$ cat config.mk
export PLATFORM = sky130hd
export DESIGN_NAME = vga_scanout
export DESIGN_NICKNAME = d
export VERILOG_FILES = /design/src/rtl/vga_pkg.sv /design/src/rtl/vga_timing_gen.sv /design/src/rtl/vga_scanout.sv
export SDC_FILE = /design/constraint.sdc
export NUM_CORES = 1
export LEC_CHECK = 0
export ABC_AREA = 1
export BUFFER_PORTS_ARGS = -buffer_cell sky130_fd_sc_hd__buf_4
export CAP_MARGIN = 10
export CORE_MARGIN = 1.5
export CORE_UTILIZATION = 40
export DETAILED_ROUTE_END_ITERATION = 7
export PLACE_DENSITY_LB_ADDON = 0.3
export SYNTH_ARGS = -nofsm -noshare
export SYNTH_HDL_FRONTEND = slang
export SYNTH_SLANG_ARGS = --single-unit
$ cat constraint.sdc
create_clock -name clk -period 2.29 [get_ports clk]
set_input_delay 0 -clock clk [delete_from_list [all_inputs] [get_ports clk]]
set_output_delay 0 -clock clk [all_outputs]
set_load 0.01 [all_outputs]
$ cat src/rtl/vga_pkg.sv
// VGA 640x480@60 scan-out: shared timing constants,
// pixel/pipeline bundles and the RGB333 -> RGB888 expansion.
package vga_pkg;

    localparam int H_ACTIVE  = 640;
    localparam int H_FP      = 16;
    localparam int H_SYNC    = 96;
    localparam int H_BP      = 48;
    localparam int H_TOTAL   = H_ACTIVE + H_FP + H_SYNC + H_BP;

    localparam int V_ACTIVE  = 480;
    localparam int V_FP      = 10;
    localparam int V_SYNC    = 2;
    localparam int V_BP      = 33;
    localparam int V_TOTAL   = V_ACTIVE + V_FP + V_SYNC + V_BP;

    localparam int FB_SHIFT  = 2;
    localparam int FB_WIDTH  = 160;
    localparam int FB_ADDR_W = 15;

    localparam int H_CNT_W   = 10;
    localparam int V_CNT_W   = 10;

    localparam logic [H_CNT_W-1:0] H_LAST     = H_CNT_W'(H_TOTAL - 1);
    localparam logic [H_CNT_W-1:0] H_VIS      = H_CNT_W'(H_ACTIVE);
    localparam logic [H_CNT_W-1:0] HS_FIRST   = H_CNT_W'(H_ACTIVE + H_FP);
    localparam logic [H_CNT_W-1:0] HS_LAST    = H_CNT_W'(H_ACTIVE + H_FP + H_SYNC - 1);

    localparam logic [V_CNT_W-1:0] V_LAST     = V_CNT_W'(V_TOTAL - 1);
    localparam logic [V_CNT_W-1:0] V_VIS      = V_CNT_W'(V_ACTIVE);
    localparam logic [V_CNT_W-1:0] VS_FIRST   = V_CNT_W'(V_ACTIVE + V_FP);
    localparam logic [V_CNT_W-1:0] VS_LAST    = V_CNT_W'(V_ACTIVE + V_FP + V_SYNC - 1);

    // Framebuffer word layout {r[8:6], g[5:3], b[2:0]}
    typedef struct packed {
        logic [2:0] r;
        logic [2:0] g;
        logic [2:0] b;
    } rgb333_t;

    // Flags captured alongside the address fetch
    typedef struct packed {
        logic active;
        logic hs;
        logic vs;
    } s1_t;

    // Connector-side registered outputs
    typedef struct packed {
        logic       hs;
        logic       vs;
        logic       blank_n;
        logic [7:0] r;
        logic [7:0] g;
        logic [7:0] b;
    } vga_out_t;

    // Replicate the 3-bit level so full scale maps to 8'hFF
    function automatic logic [7:0] expand3(input logic [2:0] c);
        return {c, c, c[2:1]};
    endfunction

endpackage

$ cat src/rtl/vga_timing_gen.sv
// Pixel tick, raster counters and frame pulse for the scan-out;
// visible/sync flags are decoded combinationally from the counters.
module vga_timing_gen
    import vga_pkg::*;
(
    input  logic               clk,
    input  logic               resetn,
    output logic               tick,
    output logic [H_CNT_W-1:0] h_cnt,
    output logic [V_CNT_W-1:0] v_cnt,
    output logic               frame_start,
    output logic               visible,
    output logic               hs,
    output logic               vs
);

    logic               tick_q, tick_d;
    logic [H_CNT_W-1:0] h_cnt_q, h_cnt_d;
    logic [V_CNT_W-1:0] v_cnt_q, v_cnt_d;
    logic               frame_start_q, frame_start_d;

    // Next raster position; advances only on the pixel tick phase
    always_comb begin
        tick_d        = ~tick_q;
        h_cnt_d       = h_cnt_q;
        v_cnt_d       = v_cnt_q;
        frame_start_d = 1'b0;
        if (tick_q) begin
            if (h_cnt_q == H_LAST) begin
                h_cnt_d = '0;
                if (v_cnt_q == V_LAST) begin
                    v_cnt_d       = '0;
                    frame_start_d = 1'b1;
                end else begin
                    v_cnt_d = v_cnt_q + V_CNT_W'(1);
                end
            end else begin
                h_cnt_d = h_cnt_q + H_CNT_W'(1);
            end
        end
    end

    // Timing state registers with synchronous active-low reset
    always_ff @(posedge clk) begin
        if (!resetn) begin
            tick_q        <= 1'b0;
            h_cnt_q       <= '0;
            v_cnt_q       <= '0;
            frame_start_q <= 1'b0;
        end else begin
            tick_q        <= tick_d;
            h_cnt_q       <= h_cnt_d;
            v_cnt_q       <= v_cnt_d;
            frame_start_q <= frame_start_d;
        end
    end

    assign tick        = tick_q;
    assign h_cnt       = h_cnt_q;
    assign v_cnt       = v_cnt_q;
    assign frame_start = frame_start_q;
    assign visible     = (h_cnt_q < H_VIS) && (v_cnt_q < V_VIS);
    assign hs          = !((h_cnt_q >= HS_FIRST) && (h_cnt_q <= HS_LAST));
    assign vs          = !((v_cnt_q >= VS_FIRST) && (v_cnt_q <= VS_LAST));

endmodule

$ cat src/rtl/vga_scanout.sv
// Framebuffer read side: address fetch stage, then a colour/sync stage
// so DAC data and syncs leave together, two pixel ticks behind the raster.
module vga_scanout
    import vga_pkg::*;
(
    input  logic                 clk,
    input  logic                 resetn,
    output logic [FB_ADDR_W-1:0] fb_addr,
    input  logic [8:0]           fb_q,
    output logic                 vga_clk,
    output logic                 vga_hs,
    output logic                 vga_vs,
    output logic                 vga_blank_n,
    output logic [7:0]           vga_r,
    output logic [7:0]           vga_g,
    output logic [7:0]           vga_b,
    output logic                 frame_start
);

    logic               tick;
    logic               visible;
    logic               hs;
    logic               vs;
    logic [H_CNT_W-1:0] h_cnt;
    logic [V_CNT_W-1:0] v_cnt;

    vga_timing_gen u_timing (
        .clk         (clk),
        .resetn      (resetn),
        .tick        (tick),
        .h_cnt       (h_cnt),
        .v_cnt       (v_cnt),
        .frame_start (frame_start),
        .visible     (visible),
        .hs          (hs),
        .vs          (vs)
    );

    localparam s1_t      S1_RST  = '{active: 1'b0, hs: 1'b1, vs: 1'b1};
    localparam vga_out_t OUT_RST = '{hs: 1'b1, vs: 1'b1, blank_n: 1'b0,
                                     r: 8'h00, g: 8'h00, b: 8'h00};

    logic [FB_ADDR_W-1:0] fb_addr_q, fb_addr_d;
    logic [FB_ADDR_W-1:0] row_base;
    logic [FB_ADDR_W-1:0] col_off;
    s1_t                  s1_q, s1_d;
    vga_out_t             out_q, out_d;
    rgb333_t              pix;

    // Fetch address for the current pixel; colour stage uses last tick's flags
    always_comb begin
        pix       = rgb333_t'(fb_q);
        row_base  = FB_ADDR_W'(v_cnt >> FB_SHIFT) * FB_ADDR_W'(FB_WIDTH);
        col_off   = FB_ADDR_W'(h_cnt >> FB_SHIFT);
        fb_addr_d = fb_addr_q;
        s1_d      = s1_q;
        out_d     = out_q;
        if (tick) begin
            if (visible) begin
                fb_addr_d = row_base + col_off;
            end
            s1_d          = '{active: visible, hs: hs, vs: vs};
            out_d.hs      = s1_q.hs;
            out_d.vs      = s1_q.vs;
            out_d.blank_n = s1_q.active;
            out_d.r       = s1_q.active ? expand3(pix.r) : 8'h00;
            out_d.g       = s1_q.active ? expand3(pix.g) : 8'h00;
            out_d.b       = s1_q.active ? expand3(pix.b) : 8'h00;
        end
    end

    // Pipeline registers with synchronous active-low reset
    always_ff @(posedge clk) begin
        if (!resetn) begin
            fb_addr_q <= '0;
            s1_q      <= S1_RST;
            out_q     <= OUT_RST;
        end else begin
            fb_addr_q <= fb_addr_d;
            s1_q      <= s1_d;
            out_q     <= out_d;
        end
    end

    assign fb_addr     = fb_addr_q;
    assign vga_clk     = tick;
    assign vga_hs      = out_q.hs;
    assign vga_vs      = out_q.vs;
    assign vga_blank_n = out_q.blank_n;
    assign vga_r       = out_q.r;
    assign vga_g       = out_q.g;
    assign vga_b       = out_q.b;

endmodule

==> flow_summary.ini, run 1 <==
[logic_synthesis]
synthArstFlopShare = 0
synth_nets = 399
syn_area_per_cell_um2 = 8.05
ys_seq_area_frac = 0.352
yosysTopAreaCell = dfxtp_1
synth.area.top_cells = dfxtp_1 (35%), ha_1 (8.0%), nand2_1 (7.6%)
synth_seq_cells = 52
yosys.area.top_type_share = 0.352
synthCells = 367
ys.flop_type = dfxtp_1
synthesis.area_um2 = 2950
ys_warn_count = 0
synth_edf_count = 0
ys_types = 44

[clock_network]
cts.sinks = 52
cts_buffers = 5
clk_path_buf_depth = 2
clk_latency_ps = 310
clock-root-buffer = clkbuf_8
clkTransAtPathRegs_ps = 90
cts_tree = done
h-tree-depth = 2

[setup_path]
crit_path_start_kind = flip-flop
crit_start = u_timing.v_cnt[2]$_SDFFE_PN0P_
rrSetupSlack_ps = 70
arrival_ps = 2440
cpMostUsedCell = nand2_1
critical_path.max_stage_delay_ps = 570
worstSetupPathType = reg2reg
end_kind = flip-flop
path_cells = ha_1 -> ha_4 -> fa_1 -> nand2_2 -> nor2_1 -> nand2_1 -> a21oi_2 -> nand3_2 -> o21ai_2 -> nand3_1 -> nand2_1 -> inv_1
crit-reg2reg-launch = u_timing.v_cnt[2]$_SDFFE_PN0P_
worst_path_max_delay_cell = fa_1
crit_path_max_fanout = 3
required_ps = 2510

[power_and_ir_drop]
p_comb_frac = 0.099
swShare = 0.233
p_switching_w = 0.000403
cellLeakagePower_nw = 1.65
intPower_w = 0.00133
powerDensity_nw_per_um2 = 472
seqPwrFrac = 0.550
pwr-share-clk = 0.351
ir_drop_mv = 0.277

[detailed_routing]
vias_per_cell = 4.94
drtPass1Iterations = 4
drtIter0Drc = 128
ant_nets = 0
routedWlPerCell_um = 12.9
drc = 0
wl_um = 6780
num_vias = 2601

[cells_and_area]
final_nets = 460
final_cells = 526
final_layout_size_suffix_gt1_frac = 0.276
final_core_util = 0.508
area_growth_pct = 24.0
antennaDiodeCount = 0

[global_route]
first_global_vias = 2378
grt_usage = 0.175
grt_overflow = 0
antenna_found_initial = 0
grt_max_degree = 27
grt_pass1_wl_um = 10700

[sta]
fin_crit_sh = 0.971
slew_viol_final = 0
setup_viol_count_final = 0
worst_slew_pin_slew_ps = 504
rsz0062_at_grt = yes
fmax_mhz = 450
whs_ps = 32.4
finalHoldViolCount = 0
skew_ps = 10.6
final.min_clock_period_ps = 2220
max_slew_margin = 0.664

[die]
dieArea_um2 = 7910
dieWidth_um = 88.9
core_um2 = 7210
start_util = 0.409
num_io_pins = 55
die_h_um = 88.9
row_count = 31

[worst_hold_path]
holdCritStartpoint = resetn
worstHoldPathType = in2reg

[placement]
placedCellCount = 508
post-dp-hpwl_um = 4730
io_buffers = 54
place.gp.congestion = 0.958

[status]
outcome = finished, final reports clean

[job]
maxCapViolations = 0
-- registers in the layout (all words and copies together), names as in the netlist --
register	cells
vga_hs	1
u_timing.h_cnt	10
u_timing.tick	1
vga_blank_n	1
s1_q	3
vga_b	3
u_timing.v_cnt	10
fb_addr	15
vga_vs	1
u_timing.frame_start	1
vga_r	3
vga_g	3
-- Yosys cell counts, types with 2 or more instances --
master	instances
buf_6	2
a21oi_1	25
nor3_1	10
o21ai_1	11
buf_4	16
nand2_4	2
o21ai_0	12
inv_1	35
nor3b_1	3
dfxtp_1	52
clkbuf_1	3
nor2_4	2
nand4_1	7
nor3_2	4
ha_1	19
nand2_1	60
xor2_1	7
xnor2_1	5
nor2_2	3
fa_1	2
nand2_2	6
inv_2	5
nor3b_2	2
nor2_1	28
buf_2	3
nor4_1	3
a32o_1	9
nand3_1	15
-- logic make-up after synthesis --
kind of cell / share of synthesized area
AOI/OAI and AO/OA: 0.137
xor gates and xnor gates: 0.0356
adders and majority gates: 0.0940
buffers and inverters: 0.110
DFF: 0.352
and+or+nand+nor: 0.271
-- per-layer routing --
layer / wire (um) / vias up / track usage
met5: 0 / - / 0
met4: 131 / 0 / 0.0615
met3: 169 / 9 / 0.0286
met2: 3440 / 45 / 0.311
met1: 3040 / 1212 / 0.215
li1: - / 1335 / -
-- power groups by stage --
stage          combinational, W  sequential (W)  clock [W]
2_1_floorplan         0.0000874        0.000979          0
3_3_place_gp           0.000157        0.000973          0
3_5_place_dp           0.000159        0.000973          0
4_1_cts                0.000171        0.000952   0.000619
5_1_grt                0.000189        0.000957   0.000664
6_report               0.000171        0.000952   0.000607
-- through the flow --
step	total power [W]	setup slack (ps)	setup TNS [ps]	cell area, um2
after CTS	0.00174	12.1	0	3600
after global placement	0.00113	24.1	0	3410
after floorplan	0.00107	19.3	0	2960
final	0.00173	66.0	0	3660
after global routing	0.00181	-107	-207	3660
after detailed placement	0.00113	-83.3	-123	3410
-- critical path: cells and delay by family, from the launching register on --
| family | cells | cell delay (ps) |
|---|---|---|
| AND/OR/NAND/NOR | 6 | 460 |
| AO/OA/AOI/OAI | 2 | 310 |
| buffers and inverters | 1 | 40 |
| adder cells (fa/ha/maj) | 3 | 990 |
| flip-flops | 1 | 340 |
-- cell type report --
cell class / count / area, um2
Inverter: 41 / 156
Sequential cell: 52 / 1040
Fill cell: 698 / 3550
Multi-Input combinational cell: 250 / 1630
Clock inverter: 1 / 30.0
Clock buffer: 5 / 68.8
Tap cell: 99 / 124
Timing Repair Buffer: 78 / 608
-- repair_timing --
| item | 4_1_cts | 5_1_grt |
|---|---|---|
| hold buffers | 9 | 0 |
| pin swaps | 2 | 7 |
| resized for setup | 3 | 8 |
| setup endpoints to repair | 2 | 3 |
| buffers inserted | 0 | 3 |
| hold endpoints to repair | 9 | 0 |
-- path summary, 6_finish.rpt --
path | end | depth (start not counted)
min reg2reg | vga_hs$_SDFFE_PN1P_ | 2
max reg2reg | fb_addr[14]$_SDFFE_PN0P_ | 12
min | fb_addr[10]$_SDFFE_PN0P_ | 3
max | fb_addr[14]$_SDFFE_PN0P_ | 12
-- cells in the final DEF (no fill, tap or decap), types with 2 or more instances in the layout --
| cell type | n |
|---|---|
| a21oi_1 | 24 |
| a32o_1 | 9 |
| buf_4 | 69 |
| clkbuf_8 | 5 |
| dfxtp_1 | 49 |
| dfxtp_2 | 3 |
| dlygate4sd3_1 | 9 |
| fa_1 | 2 |
| ha_1 | 17 |
| ha_4 | 2 |
| inv_1 | 35 |
| inv_2 | 5 |
| nand2_1 | 59 |
| nand2_2 | 7 |
| nand2_4 | 2 |
| nand3_1 | 14 |
| nand3_2 | 2 |
| nand4_1 | 7 |
| nor2_1 | 27 |
| nor2_2 | 4 |
| nor2_4 | 2 |
| nor3_1 | 10 |
| nor3_2 | 4 |
| nor3b_1 | 3 |
| nor3b_2 | 2 |
| nor4_1 | 3 |
| o21ai_0 | 10 |
| o21ai_1 | 12 |
| xnor2_1 | 5 |
| xor2_1 | 7 |
No activity file was read; power rests on OpenSTA's default activity.
==> inputs of run 2 (changes only) <==
--- a/config.mk
+++ b/config.mk
@@ -8,10 +8,12 @@
 export ABC_AREA = 1
 export BUFFER_PORTS_ARGS = -buffer_cell sky130_fd_sc_hd__buf_4
 export CAP_MARGIN = 10
+export CORE_ASPECT_RATIO = 0.9
 export CORE_MARGIN = 1.5
 export CORE_UTILIZATION = 40
 export DETAILED_ROUTE_END_ITERATION = 7
 export PLACE_DENSITY_LB_ADDON = 0.3
 export SYNTH_ARGS = -nofsm -noshare
 export SYNTH_HDL_FRONTEND = slang
+export SYNTH_HIERARCHICAL = 1
 export SYNTH_SLANG_ARGS = --single-unit
==> run 2 against run 1 <==
  * Synthesized cell count grew 14%
  * Count of clock-buffer cells in the layout stayed put
  * Hold slack better by 440 ps
  * Clock power fell by 9.2%
==> flow_summary.ini, run 2 <==
[power_and_ir_drop]
powerDensity_nw_per_um2 = 460
p_switching_w = 0.000448
cellLeakagePower_nw = 1.73
p_comb_frac = 0.110
pwr-share-clk = 0.324
swShare = 0.264
seqPwrFrac = 0.566
intPower_w = 0.00125
ir_drop_mv = 0.226

[global_route]
antenna_found_initial = 0
grt_overflow = 0
grt_pass1_wl_um = 11200
grt_max_degree = 19
first_global_vias = 2591
grt_usage = 0.169

[logic_synthesis]
synthesis.area_um2 = 3000
synth.area.top_cells = dfxtp_1 (35%), nand2_1 (10%), ha_1 (7.9%)
yosysTopAreaCell = dfxtp_1
yosys.area.top_type_share = 0.348
synthArstFlopShare = 0
ys_types = 35
ys.flop_type = dfxtp_1
synthTopCellsByCount = nand2_1 (83), nor2_1 (54), dfxtp_1 (52)
synth_edf_count = 0
syn_area_per_cell_um2 = 7.15
ys_warn_count = 6
ys_seq_area_frac = 0.348
synth_nets = 451
synth.most_common_cell = nand2_1
synthCells = 419
synth_seq_cells = 52

[cells_and_area]
largest_reg_flops = 15
final_nets = 507
final_common_cell = nand2_1
finalInstanceArea_um2 = 3690
final_layout_size_suffix_gt1_frac = 0.216
layout_common_cells = nand2_1 (83), buf_4 (66), nor2_1 (52)
area_growth_pct = 23.1
final_cells = 569
antennaDiodeCount = 0
final_core_util = 0.516

[detailed_routing]
ant_nets = 0
drtIter0Drc = 138
drc = 0
wl_um = 6490
vias_per_cell = 4.87
drtPass1Iterations = 4
routedWlPerCell_um = 11.4
num_vias = 2770

[sta]
finalHoldViolCount = 0
worst_slew_pin_slew_ps = 492
timing.final.ws_setup_ps = 170
whs_ps = 470
slew_viol_final = 0
final.min_clock_period_ps = 2120
fmax_mhz = 472
max_slew_margin = 0.668
setup_viol_count_final = 0
fin_crit_sh = 0.926
skew_ps = 6.88

[setup_path]
worstSetupPathType = reg2reg
crit_start = u_timing/v_cnt[5]$_SDFFE_PN0P_
required_ps = 2530
rrSetupSlack_ps = 170
crit-reg2reg-launch = u_timing/v_cnt[5]$_SDFFE_PN0P_
end_kind = flip-flop
crit_path_start_kind = flip-flop
arrival_ps = 2360
crit_path_max_fanout = 7
cp-endpoint = fb_addr[13]$_SDFFE_PN0P_
r2r_end = fb_addr[13]$_SDFFE_PN0P_
r2r_cells = 12

[job]
maxCapViolations = 0

[clock_network]
clk_path_buf_depth = 2
cts_tree = done
cts.sinks = 52
clkTransAtPathRegs_ps = 100
clock-root-buffer = clkbuf_8
h-tree-depth = 2
clk_latency_ps = 310
cts_buffers = 5

[placement]
io_buffers = 54
placedCellCount = 549
post-dp-hpwl_um = 4830
pre_cts_slack_ps = 78.0
dpl_cell_area_um2 = 3410
place.gp.congestion = 0.872

[worst_hold_path]
worstHoldPathType = reg2reg
holdCritStartpoint = s1_q[1]$_SDFFE_PN1P_
hold_path_depth = 2

[die]
start_util = 0.419
dieArea_um2 = 8020
dieWidth_um = 94.2
core_um2 = 7150
die_h_um = 85.1
num_io_pins = 55
row_count = 29

[status]
outcome = finished, final reports clean
run 2: cell count changes in the layout (fill, tap and decap cells not counted), sizes merged, moves of 3 or more:
cell	before	now
a32o	9	0
buf	69	66
inv	41	51
nand2	68	87
nand3	17	39
nor2	34	58
nor3	14	10
nor3b	5	0
xnor2	5	1
xor2	7	11
run 2: logic make-up after synthesis:
| family | Yosys count | share of synthesized area |
|---|---|---|
| buf+inv | 78 | 0.124 |
| xor+xnor | 12 | 0.0351 |
| compound gates | 51 | 0.0932 |
| fa+ha+maj | 21 | 0.0927 |
| simple gates | 205 | 0.307 |
| flops | 52 | 0.348 |
run 2: layout make-up:
type	count	area, um2
Clock buffer	5	68.8
Tap cell	93	116
Multi-Input combinational cell	289	1640
Fill cell	686	3460
Sequential cell	52	1050
Clock inverter	3	27.5
Inverter	51	191
Timing Repair Buffer	76	596
run 2: through the flow:
stage                     setup TNS (ps)  total power (W)
after CTS                              0          0.00172
after global placement                 0          0.00115
final                                  0          0.00170
after detailed placement               0          0.00116
after floorplan                        0          0.00108
after global routing               -35.9          0.00178
run 2: how the worst min path moves through the flow:
stage                               to
4_1_cts           s1_q[1]$_SDFFE_PN1P_
3_5_place_dp     vga_r[5]$_SDFFE_PN0P_
2_1_floorplan  fb_addr[0]$_SDFFE_PN0P_
5_1_grt           s1_q[1]$_SDFFE_PN1P_
3_3_place_gp     vga_r[4]$_SDFFE_PN0P_
6_report          s1_q[1]$_SDFFE_PN1P_
run 2: worst max-delay path, cell delays in order, from the launching register on:
cell	delay, ps
dfxtp_2	350
buf_4	150
ha_1	330
ha_4	320
nand2_1	70
nand2_1	100
inv_2	60
nand2_2	60
nand2_1	50
nand2_1	110
nand3_1	100
or2_0	210
a21oi_1	140
run 2: repair_timing:
item	in CTS	in global routing
resized for setup	0	13
buffers inserted	0	2
hold endpoints to repair	13	0
hold buffers	10	0
endpoints found under the setup margin	0	4
run 2: power by group through the flow:
stage,Sequential (W),Clock (W),Combinational (W)
finish,0.000961,0.000551,0.000186
global route,0.000967,0.000606,0.000208
CTS,0.000962,0.000574,0.000187
detailed placement,0.000983,0,0.000173
global placement,0.000981,0,0.000172
floorplan,0.000987,0,0.0000911
run 2: metal layers:
layer	wire length (um)	global-route usage
met2	2990	0.283
met4	26	0.0380
met3	349	0.0314
met1	3120	0.224
met5	0	0
